[src/rtl/fifo_write_ctrl.sv]
// Async FIFO write-side control: handshake, extended write pointer,
// read-pointer synchronizer, fill level and full/almost_full/overflow flags.
module fifo_write_ctrl #(
  parameter int DEPTH             = 8,
  parameter int ALMOST_FULL_LEVEL = DEPTH - 2,
  parameter int SYNC_STAGES       = 2
) (
  input  logic                     clk,
  input  logic                     reset,
  input  logic                     in_valid,
  output logic                     in_ready,
  output logic                     write_enable,
  input  logic [$clog2(DEPTH):0]   rd_ptr_gray_async,
  output logic [$clog2(DEPTH):0]   wr_ptr_gray,
  output logic [$clog2(DEPTH):0]   level,
  output logic                     full,
  output logic                     almost_full,
  output logic                     overflow,
  input  logic                     clear_overflow
);

  localparam int AW = $clog2(DEPTH);
  localparam logic [AW:0] AF_LVL = (AW+1)'(ALMOST_FULL_LEVEL);

  logic [AW:0] wr_bin;
  logic [AW:0] wr_bin_next;
  logic [AW:0] rd_gray_sync;
  logic [AW:0] rd_bin_sync;
  logic [AW:0] sync_q [SYNC_STAGES];

  assign wr_bin_next  = wr_bin + (AW+1)'(1);
  assign rd_gray_sync = sync_q[SYNC_STAGES-1];

  always_ff @(posedge clk) begin
    if (!reset) begin
      wr_bin      <= '0;
      wr_ptr_gray <= '0;
      overflow    <= 1'b0;
      for (int i = 0; i < SYNC_STAGES; i++)
        sync_q[i] <= '0;
    end else begin
      sync_q[0] <= rd_ptr_gray_async;
      for (int i = 1; i < SYNC_STAGES; i++)
        sync_q[i] <= sync_q[i-1];
      if (write_enable) begin
        wr_bin      <= wr_bin_next;
        wr_ptr_gray <= wr_bin_next ^ (wr_bin_next >> 1);
      end
      // a set on the same edge as a clear must win
      if (in_valid && full)
        overflow <= 1'b1;
      else if (clear_overflow)
        overflow <= 1'b0;
    end
  end

  always_comb begin
    rd_bin_sync = '0;
    for (int i = 0; i <= AW; i++)
      rd_bin_sync[i] = ^(rd_gray_sync >> i);
  end

  assign level = wr_bin - rd_bin_sync;
  assign full  = (wr_bin[AW] != rd_bin_sync[AW]) &&
                 (wr_bin[AW-1:0] == rd_bin_sync[AW-1:0]);
  assign almost_full  = level >= AF_LVL;
  assign in_ready     = !full;
  assign write_enable = in_valid && !full;

endmodule

[config.mk]
export PLATFORM = sky130hd
export DESIGN_NAME = fifo_write_ctrl
export DESIGN_NICKNAME = d
export VERILOG_FILES = /design/src/rtl/fifo_write_ctrl.sv
export SDC_FILE = /design/constraint.sdc
export NUM_CORES = 1
export LEC_CHECK = 0
export ABC_AREA = 1
export BUFFER_PORTS_ARGS = -buffer_cell sky130_fd_sc_hd__buf_2
export CAP_MARGIN = 20
export CORE_UTILIZATION = 55
export DETAILED_ROUTE_END_ITERATION = 7
export MAX_ROUTING_LAYER = met4
export PLACE_DENSITY_LB_ADDON = 0.08
export REMOVE_ABC_BUFFERS = 1
export SYNTH_ARGS = -nofsm -noshare
export SYNTH_HDL_FRONTEND = slang
export SYNTH_SLANG_ARGS = --single-unit
[constraint.sdc]
create_clock -name clk -period 3.3 [get_ports clk]
set_clock_uncertainty 0.1 [all_clocks]
set_input_delay 0.165 -clock clk [delete_from_list [all_inputs] [get_ports clk]]
set_output_delay 0.165 -clock clk [all_outputs]
set_load 0.005 [all_outputs]
==> reports/qor.txt, run 1 <==
Outcome - completed
Slew headroom - 74.4%
Clk pwr share - 28.0%
Critical Path AT - 2470 ps
DIE WIDTH - 42.3 µm
Synth Cell Area - 892 µm²
CTS Sinks - 16
Number of global-route vias before repair - 721
Synth top area cells - dfxtp_1 (36%), nand2_1 (16%), inv_1 (8.4%)
Worst EP required - 3030 ps
Yosys reg bits - 16
Initial Util - 59.2%
First-pass GRT wire length - 2950 µm
Tot GR Track Use - 22.9%
Pre-CTS setup slack - 866 ps
Slowest CP cell - fa_1
Worst stage delay on the critical path - 400 ps
Top-Level Pins - 21
Fin util - 70.1%
Filler Cells Inserted - 124
DR iter-0 viols - 16
Clock buffer depth - 2
Via count - 798
Pwr Density - 427 nW/µm²
IO Port Bufs - 20
Synth area leader - dfxtp_1
Post-synthesis instance total - 123
Worst setup startpoint - sync_q[0][7]
Max-slew violation count - 0
Final min period - 2730 ps
Vias per cell - 4.93
HP Start - clear_overflow
Final setup margin - 566 ps
DRT Pass-1 Iters - 4
Worst min path class - in -> reg
Core region area - 1510 µm²
WS Path Type - reg -> out
Total gr overflow - 0
# setup viols final - 0
Drt total wl - 1730 µm
Layout cells sized above 1 - 23.3%
Part of the power in combinational logic - 25.1%
Placer Congestion - 0.787
Slew @ Worst Pin - 382 ps
Area growth from synthesis to layout - 18.4%
CP bufs+invs - 3
Worst-path cell chain - nand2_1 -> nand2_4 -> xor2_1 -> xor2_1 -> inv_1 -> ha_1 -> inv_1 -> fa_1 -> xnor2_1 -> nand2_1 -> nand3_1 -> buf_2
Initial antenna violation count - 0
Largest net degree at the start of global routing - 12
Met1 Resource Use GR - 25.5%
Per-cell routed wire length - 10.6 µm
Met2 GRT Util - 38.5%
Final hold violations - 0
Crit Path Max Fanout - 3
Mean Syn Cell Area - 7.25 µm²
Die Y - 42.3 µm
CTS Hold Bufs - 4
Sw Share - 28.7%
CP Launch Type - register
Post-CTS setup buffer count - 0
Post-CTS sizing - 0
Num CTS Buffers - 3
Clock Latency Late Sink - 290 ps
CTS clk-pin slew, worst paths - 90 ps
Final instance count without filler cells - 162
Int Pwr - 322 µW
Dpl cells - 154
Nets - 159
GR Util met3 - 4.31%
Synth top area share - 35.9%
Max Cap Violations - 0
CP Capture Type - output port
CTS H-tree depth - 1
Register area share after synthesis - 35.9%
RSZ-0062 raised after global routing - no
GR peak layer - met2
TritonCTS clock tree - yes
Drt drc - 0
Max Clock Freq - 366 MHz
Finished Cell Area - 1060 µm²
Ant. Diodes - 0
Post-route ant nets - 0
Leakage power - 0.590 nW
Delay-heaviest family, CP - XOR/XNOR gates
Clock tree root buffer cell - clkbuf_4
Dpl cell area - 980 µm²
Max IR drop VDD - 0.278 mV
Setup tns final - 0 ps
Distinct cells, synth - 21
YS warnings - 0
RR Startpoint - sync_q[0][7]
# rows - 14
Final period util - 82.8%
Net switching power - 129 µW
HPWL after DPL - 1320 µm
Die area - 1790 µm²
Sequential share of power - 46.9%
[worst min-delay path, stage by stage]
cell and delay (ps):
buf_2 70, inv_1 30, nand2_1 40, a21oi_1 60
[cells by family after synthesis]
| group | after synthesis | synth area share (%) |
|---|---|---|
| AO/OA/AOI/OAI | 6 | 3.37 |
| flip-flops | 16 | 35.9 |
| adder cells (fa/ha/maj) | 4 | 6.45 |
| XOR/XNOR | 5 | 4.91 |
| buffers and inverters | 28 | 13.3 |
| AND/OR/NAND/NOR | 64 | 36.0 |
[metrics by stage]
step / power [mW] / hold WS [ps]
3_3_place_gp: 0.319 / 242
2_1_floorplan: 0.285 / 158
6_report: 0.451 / 21.1
3_5_place_dp: 0.326 / 250
5_1_grt: 0.477 / 39.1
4_1_cts: 0.457 / 20.2
[Yosys cell counts (all sizes together)]
library cell / n
nand2: 43
clkbuf: 1
nand3: 12
xnor2: 1
nor2: 4
nand3b: 1
buf: 4
a21oi: 6
inv: 23
xor2: 4
fa: 1
nand4: 4
ha: 3
dfxtp: 16
[state kept, by name, indices dropped and copies added, names as in the netlist]
signal       flops
sync_q           8
wr_ptr_gray      4
wr_bin           3
overflow         1
[worst paths after layout]
kind,end,slack (ps),cells past startpoint
max,almost_full,570,12
max reg2reg,wr_ptr_gray[1],980,12
min,overflow,20,4
min reg2reg,sync_q[0][7],320,2
[power by group through the flow]
stage               Sequential (mW)  Combinational (mW)  Clock [mW]
global route                  0.213               0.128       0.136
CTS                           0.212               0.114       0.131
floorplan                     0.215              0.0704           0
global placement              0.215               0.104           0
finish                        0.212               0.113       0.126
detailed placement            0.216               0.110           0
[per-layer routing]
layer | vias to the layer above | part of all wire (%)
met5 | - | 0
met4 | 0 | 2.1
met3 | 4 | 3.9
met2 | 22 | 49
met1 | 351 | 45
li1 | 421 | -
[cell usage in the layout, fill, tap and decap left out]
cell / synthesis / final
buf_2: 2 / 20
inv_2: 3 / 3
nand3b_1: 1 / 1
fa_1: 1 / 1
clkbuf_8: 0 / 1
inv_1: 20 / 20
ha_1: 3 / 3
a21oi_1: 6 / 6
nand4_4: 1 / 1
xor2_1: 4 / 4
clkbuf_4: 0 / 3
nand4_1: 3 / 3
nand2_4: 4 / 4
nor2_1: 4 / 4
dlygate4sd3_1: 0 / 4
nand3_1: 11 / 11
dfxtp_1: 16 / 16
nand2_1: 38 / 38
xnor2_1: 1 / 1
nand2_2: 1 / 1
nand3_2: 1 / 1
[final cells by class]
cell class | count | area, µm² | share of cell area, %
clock buffers | 4 | 36.3 | 3.44
inverters | 23 | 86.3 | 8.18
flip-flops and latches | 16 | 320 | 30.3
well taps | 16 | 20.0 | 1.90
repair buffers | 24 | 140 | 13.3
multi-input cells | 79 | 453 | 42.9
Power figures use the tool's default switching activity.
==> run 2: changes to the inputs <==
- ABC_AREA: 1 -> 0
- CORE_UTILIZATION: 55 -> 51
- clock period: 3.3 -> 2.63 ns (I/O delays scaled with it)
==> reports/qor.txt, run 2 <==
Outcome - finished, violations left (was completed)
Violated checks - DRC
Largest register FFs - 8 (unchanged)
Int Pwr - 439 µW (was 322 µW)
Tot GR Track Use - 22.9% (about the same)
Largest net degree at the start of global routing - 22 (was 12)
Worst min path class - in -> reg (unchanged)
Number of global-route vias before repair - 699 (was 721)
CTS Sinks - 16 (unchanged)
YS warnings - 0 (unchanged)
Yosys reg bits - 16 (unchanged)
Placer Congestion - 0.738 (was 0.787)
Drt total wl - 1910 µm (was 1730 µm)
Max Clock Freq - 385 MHz
Leakage power - 0.511 nW (was 0.590 nW)
DR iter-0 viols - 26 (was 16)
Net switching power - 172 µW (was 129 µW)
Clk pwr share - 27.0% (was 28.0%)
HPWL after DPL - 1170 µm (was 1320 µm)
Layout cells sized above 1 - 33.1% (was 23.3%)
Part of the power in combinational logic - 29.2% (was 25.1%)
Max-slew violation count - 0 (unchanged)
Synth top area cells - dfxtp_1 (36%), xnor2_1 (7.9%), nand2_1 (6.0%) (was dfxtp_1 (36%), nand2_1 (16%), inv_1 (8.4%))
Post-synth EDFFs - 0 (unchanged)
Ant. Diodes - 0 (unchanged)
First-pass GRT wire length - 3010 µm (was 2950 µm)
Via count - 764 (was 798)
TritonCTS clock tree - yes (unchanged)
Setup crit end - almost_full (unchanged)
Area growth from synthesis to layout - 29.8% (was 18.4%)
Post-route ant nets - 0 (unchanged)
Total gr overflow - 0 (unchanged)
Nets - 137 (was 159)
Pre-CTS setup slack - 4.19 ps (was 866 ps)
WS Path Type - reg -> out (unchanged)
Sequential share of power - 43.9% (was 46.9%)
Worst setup startpoint - sync_q[0][7] (unchanged)
Fin util - 73.4% (was 70.1%)
Synth Flop Type - dfxtp_1 (unchanged)
Pwr Density - 533 nW/µm² (was 427 nW/µm²)
Most common cell after layout, fill and taps aside - buf_2 (was nand2_1)
Initial antenna violation count - 0 (unchanged)
Synth area leader - dfxtp_1 (unchanged)
Final min period - 2600 ps
CTS clk-pin slew, worst paths - 100 ps (was 90 ps)
Slew headroom - 63.9% (was 74.4%)
IO Port Bufs - 20 (unchanged)
Fin Hold WS - 35.3 ps (was 21.1 ps)
Die area - 1900 µm² (was 1790 µm²)
Crit Path Max Fanout - 2 (was 3)
Clock Latency Late Sink - 300 ps (was 290 ps)
Critical Path AT - 2360 ps (was 2470 ps)
Top-Level Pins - 21 (unchanged)
Register area share after synthesis - 36.3% (was 35.9%)
Clock tree root buffer cell - clkbuf_4 (unchanged)
# rows - 14 (unchanged)
Core region area - 1560 µm² (was 1510 µm²)
RSZ-0062 raised after global routing - yes (was no)
RR Startpoint - sync_q[0][7] (unchanged)
Mean Syn Cell Area - 9.09 µm² (was 7.25 µm²)
Most frequent cells in the layout - buf_2 (19), nand2_1 (14), dfxtp_1 (14), and2_1 (8), xnor2_1 (7) (was nand2_1 (38), inv_1 (20), buf_2 (20), dfxtp_1 (16), nand3_1 (11))
RR Endpoint - wr_ptr_gray[3] (was wr_ptr_gray[1])
Die Y - 43.6 µm (was 42.3 µm)
Final period util - 98.7%
Sw Share - 28.1% (was 28.7%)
Path depth of the worst reg2reg path - 8 (was 12)
CP Launch Type - register (unchanged)
Post-synthesis instance total - 97 (was 123)
DIE WIDTH - 43.6 µm (was 42.3 µm)
Clock buffer depth - 2 (unchanged)
Synth Cell Area - 882 µm² (was 892 µm²)
Distinct cells, synth - 31 (was 21)
# setup viols final - 0 (unchanged)
Synth top area share - 36.3% (was 35.9%)
CP Capture Type - output port (unchanged)
FFs w/ async S/R, synth - 0% (unchanged)
Final hold violations - 0 (unchanged)
Most flops, register - sync_q (unchanged)
Max Cap Violations - 0 (unchanged)
Num CTS Buffers - 3 (unchanged)
Most frequent cell after synthesis - dfxtp_1 (was nand2_1)
Vias per cell - 5.46 (was 4.93)
DRT Pass-1 Iters - 6 (was 4)
Initial Util - 56.6% (was 59.2%)
R2R Setup Slk - 440 ps (was 980 ps)
Max IR drop VDD - 0.324 mV (was 0.278 mV)
Slew @ Worst Pin - 541 ps (was 382 ps)
Worst EP required - 2400 ps (was 3030 ps)
CTS H-tree depth - 1 (unchanged)
Per-cell routed wire length - 13.6 µm (was 10.6 µm)
Final setup margin - 33.9 ps (was 566 ps)
Drt drc - 3 (was 0)
Post-synth top cells - dfxtp_1 (16), nand2_1 (14), and2_1 (8), xnor2_1 (8), mux2i_1 (5) (was nand2_1 (38), inv_1 (20), dfxtp_1 (16), nand3_1 (11), a21oi_1 (6))
Largest regs - sync_q (8), wr_ptr_gray (4), wr_bin (3) (unchanged)
[run 2: changes by cell type in the layout (fill, tap and decap cells not counted), sizes merged, moves of 4 or more]
cell / delta
a21oi: -4
and2: +8
xnor2: +7
nand2: -29
nand3: -11
inv: -19
mux2i: +6
buf: +6
[run 2: cell type report]
cell class / instances / area [µm²]
Inverter: 4 / 15.0
Multi-Input combinational cell: 70 / 554
Fill cell: 118 / 414
Tap cell: 16 / 20.0
Timing Repair Buffer: 30 / 191
Clock buffer: 4 / 36.3
Sequential cell: 16 / 328
[run 2: logic make-up (layout without fill, tap and decap cells)]
logic type | after synthesis | after routing | synth area share [%]
fa+ha+maj | 4 | 4 | 6.53
compound gates | 10 | 10 | 7.52
mux | 6 | 6 | 7.23
simple gates | 40 | 40 | 25.7
buf+inv | 11 | 38 | 6.81
xor+xnor | 10 | 10 | 9.93
flops | 16 | 16 | 36.3
[run 2: repair_timing]
action / CTS / global route
setup buffers: 3 / 3
resized for setup: 10 / 4
pin swaps: 4 / 3
setup endpoints to repair: 5 / 3
hold buffers: 4 / 0
hold endpoints to repair: 4 / 0
[run 2: worst min path at each step]
stage	end	cells past startpoint	start	slack [ps]
2_1_floorplan	sync_q[0][0]	1	reset	150
3_3_place_gp	sync_q[0][3]	2	rd_ptr_gray_async[3]	230
3_5_place_dp	sync_q[0][0]	2	rd_ptr_gray_async[0]	240
4_1_cts	overflow	3	in_valid	40
5_1_grt	overflow	4	clear_overflow	60
6_report	overflow	3	in_valid	40
[run 2: per-stage QoR]
stage | TNS, ps | cell area, µm² | instances | power, mW
2_1_floorplan | 0 | 837 | 90 | 0.359
3_3_place_gp | 0 | 957 | 126 | 0.404
3_5_place_dp | 0 | 957 | 126 | 0.411
4_1_cts | -10.3 | 1090 | 137 | 0.588
5_1_grt | -148 | 1140 | 140 | 0.643
6_report | 0 | 1140 | 140 | 0.610
[run 2: power by group through the flow]
stage	registers, mW	clock network (mW)	logic (mW)
5_1_grt	0.270	0.177	0.197
4_1_cts	0.267	0.166	0.155
6_report	0.268	0.164	0.178
3_5_place_dp	0.274	0	0.137
2_1_floorplan	0.271	0	0.0884
3_3_place_gp	0.272	0	0.132
[run 2: worst max-delay path: stages (launching register included)]
cell and delay (ps):
dfxtp_4 370, xor2_4 190, xnor2_2 180, xnor2_1 140
ha_2 190, inv_2 40, fa_2 340, xor2_2 150
xnor2_1 200, nand2_1 80, nand3_1 80, buf_2 110
[run 2: per-layer routing]
| metal | vias to the layer above | share of wire (%) | global-route usage, % |
|---|---|---|---|
| li1 | 372 | - | - |
| met1 | 366 | 39 | 25.1 |
| met2 | 22 | 54 | 37.6 |
| met3 | 4 | 5.0 | 7.50 |
| met4 | 0 | 1.8 | 10.0 |
| met5 | - | 0 | - |
==> run 3: changes to the inputs <==
- RECOVER_POWER: default -> 50
==> reports/qor.txt, run 3 (same netlist as run 2, synthesis figures left out) <==
Ant. Diodes - 0 (unchanged)
RSZ-0062 raised after global routing - yes (unchanged)
Slew @ Worst Pin - 541 ps (about the same)
Fin util - 73.4% (unchanged)
Pwr Density - 533 nW/µm² (about the same)
Placer Congestion - 0.738 (unchanged)
Max-slew violation count - 0 (unchanged)
# rows - 14 (unchanged)
RR Startpoint - sync_q[0][7] (unchanged)
CP Launch Type - register (unchanged)
IO Port Bufs - 20 (unchanged)
Largest regs - sync_q (8), wr_ptr_gray (4), wr_bin (3) (unchanged)
Worst EP required - 2400 ps (about the same)
Critical Path AT - 2360 ps (about the same)
Initial Util - 56.6% (unchanged)
Hold worst-path end - overflow (unchanged)
CTS H-tree depth - 1 (unchanged)
Largest net degree at the start of global routing - 22 (unchanged)
First-pass GRT wire length - 3010 µm (unchanged)
Met1 Resource Use GR - 25.1% (unchanged)
Drt drc - 3 (unchanged)
Path depth of the worst reg2reg path - 8 (unchanged)
Worst setup startpoint - sync_q[0][7] (unchanged)
TritonCTS clock tree - yes (unchanged)
Dpl cells - 126 (unchanged)
Worst stage delay on the critical path - 370 ps (about the same)
Max Clock Freq - 385 MHz (about the same)
Core region area - 1560 µm² (unchanged)
RR Endpoint - wr_ptr_gray[3] (unchanged)
DIE WIDTH - 43.6 µm (unchanged)
Num CTS Buffers - 3 (unchanged)
R2R Setup Slk - 440 ps (about the same)
Final min period - 2600 ps (about the same)
Dpl cell area - 957 µm² (unchanged)
Initial antenna violation count - 0 (unchanged)
Vias per cell - 5.46 (unchanged)
Setup tns final - 0 ps (unchanged)
Outcome - finished, violations left (unchanged)
Worst-path cell chain - xor2_4 -> xnor2_2 -> xnor2_1 -> ha_2 -> inv_2 -> fa_2 -> xor2_2 -> xnor2_1 -> nand2_1 -> nand3_1 -> buf_2 (unchanged)
Most common cell after layout, fill and taps aside - buf_2 (unchanged)
GR Util met3 - 7.50% (unchanged)
Max Cap Violations - 0 (unchanged)
Finished Cell Area - 1140 µm² (unchanged)
DRT Pass-1 Iters - 6 (unchanged)
CP bufs+invs - 2 (unchanged)
Most frequent cells in the layout - buf_2 (19), nand2_1 (14), dfxtp_1 (14), xnor2_1 (7) (was buf_2 (19), nand2_1 (14), dfxtp_1 (14), and2_1 (8), xnor2_1 (7))
Most flops, register - sync_q (unchanged)
Leakage power - 0.509 nW (was 0.511 nW)
Final period util - 98.7% (about the same)
CTS Sinks - 16 (unchanged)
Tot GR Track Use - 22.9% (unchanged)
Clock buffer depth - 2 (unchanged)
Clock tree root buffer cell - clkbuf_4 (unchanged)
Post-route ant nets - 0 (unchanged)
Delay-heaviest family, CP - XOR/XNOR gates (unchanged)
Per-cell routed wire length - 13.6 µm (about the same)
Slowest CP cell - dfxtp_4 (unchanged)
Largest register FFs - 8 (unchanged)
Final instance count without filler cells - 140 (unchanged)
CP Capture Type - output port (unchanged)
# setup viols final - 0 (unchanged)
CTS clk-pin slew, worst paths - 100 ps (about the same)
Via count - 764 (unchanged)
Drt total wl - 1910 µm (about the same)
WS Path Type - reg -> out (unchanged)
Met2 GRT Util - 37.6% (unchanged)
Final hold violations - 0 (unchanged)
Layout cells sized above 1 - 33.1% (unchanged)
Area growth from synthesis to layout - 29.8% (unchanged)
HP Start - in_valid (unchanged)
Crit Path Max Fanout - 2 (unchanged)
Die Y - 43.6 µm (unchanged)
CP dominant cell by count - xnor2_1 (unchanged)
HPWL after DPL - 1170 µm (unchanged)
DR iter-0 viols - 26 (unchanged)
Max IR drop VDD - 0.324 mV (about the same)
Number of global-route vias before repair - 699 (unchanged)
Clock Latency Late Sink - 300 ps (about the same)
Slew headroom - 63.9% (about the same)
Worst min path class - in -> reg (unchanged)
Worst hold path depth - 3 (unchanged)
Nets - 137 (unchanged)
Die area - 1900 µm² (unchanged)
GR peak layer - met2 (unchanged)
Violated checks - DRC (unchanged)
Total gr overflow - 0 (unchanged)
Top-Level Pins - 21 (unchanged)
-- run 3: area by class of cell --
cell class              instances  area, µm²
fillers                       118        414
repair buffers                 30        191
clock buffers                   4       36.3
inverters                       4       15.0
flip-flops and latches         16        328
multi-input cells              70        554
well taps                      16       20.0
-- run 3: power breakdown --
part	internal, mW	switching [mW]
Combinational	0.0998	0.0780
Sequential	0.254	0.0136
Clock	0.0844	0.0802
-- run 3: timing repair --
item | in CTS | in global routing
endpoints found under the hold margin | 4 | 0
pin swaps | 4 | 3
gates resized for setup | 10 | 4
hold buffers | 4 | 0
gates cloned | 0 | 0
endpoints found under the setup margin | 5 | 3
setup buffers | 3 | 3
-- run 3: worst max path at each step --
stage,endpoint,cells past startpoint
6_report,almost_full,11
5_1_grt,almost_full,11
4_1_cts,almost_full,11
3_5_place_dp,almost_full,11
3_3_place_gp,almost_full,11
2_1_floorplan,almost_full,10
-- run 3: worst min-delay path, cell delays in order --
cell and delay, ps:
buf_2 110, a21oi_1 60, nor2b_1 90
-- run 3: per-stage QoR --
step	setup slack [ps]	hold WS, ps	power, mW
floorplan	283	153	0.359
global placement	127	230	0.404
detailed placement	4.19	244	0.411
CTS	-10.3	35.4	0.588
global route	-105	59.5	0.643
finish	33.7	35.2	0.610
-- run 3: metal layers --
layer | routed length (µm) | vias to the layer above | share of wire [%]
met3 | 95 | 4 | 5.0
met1 | 745 | 366 | 39
met4 | 35 | 0 | 1.8
met5 | 0 | - | 0
li1 | - | 372 | -
met2 | 1030 | 22 | 54
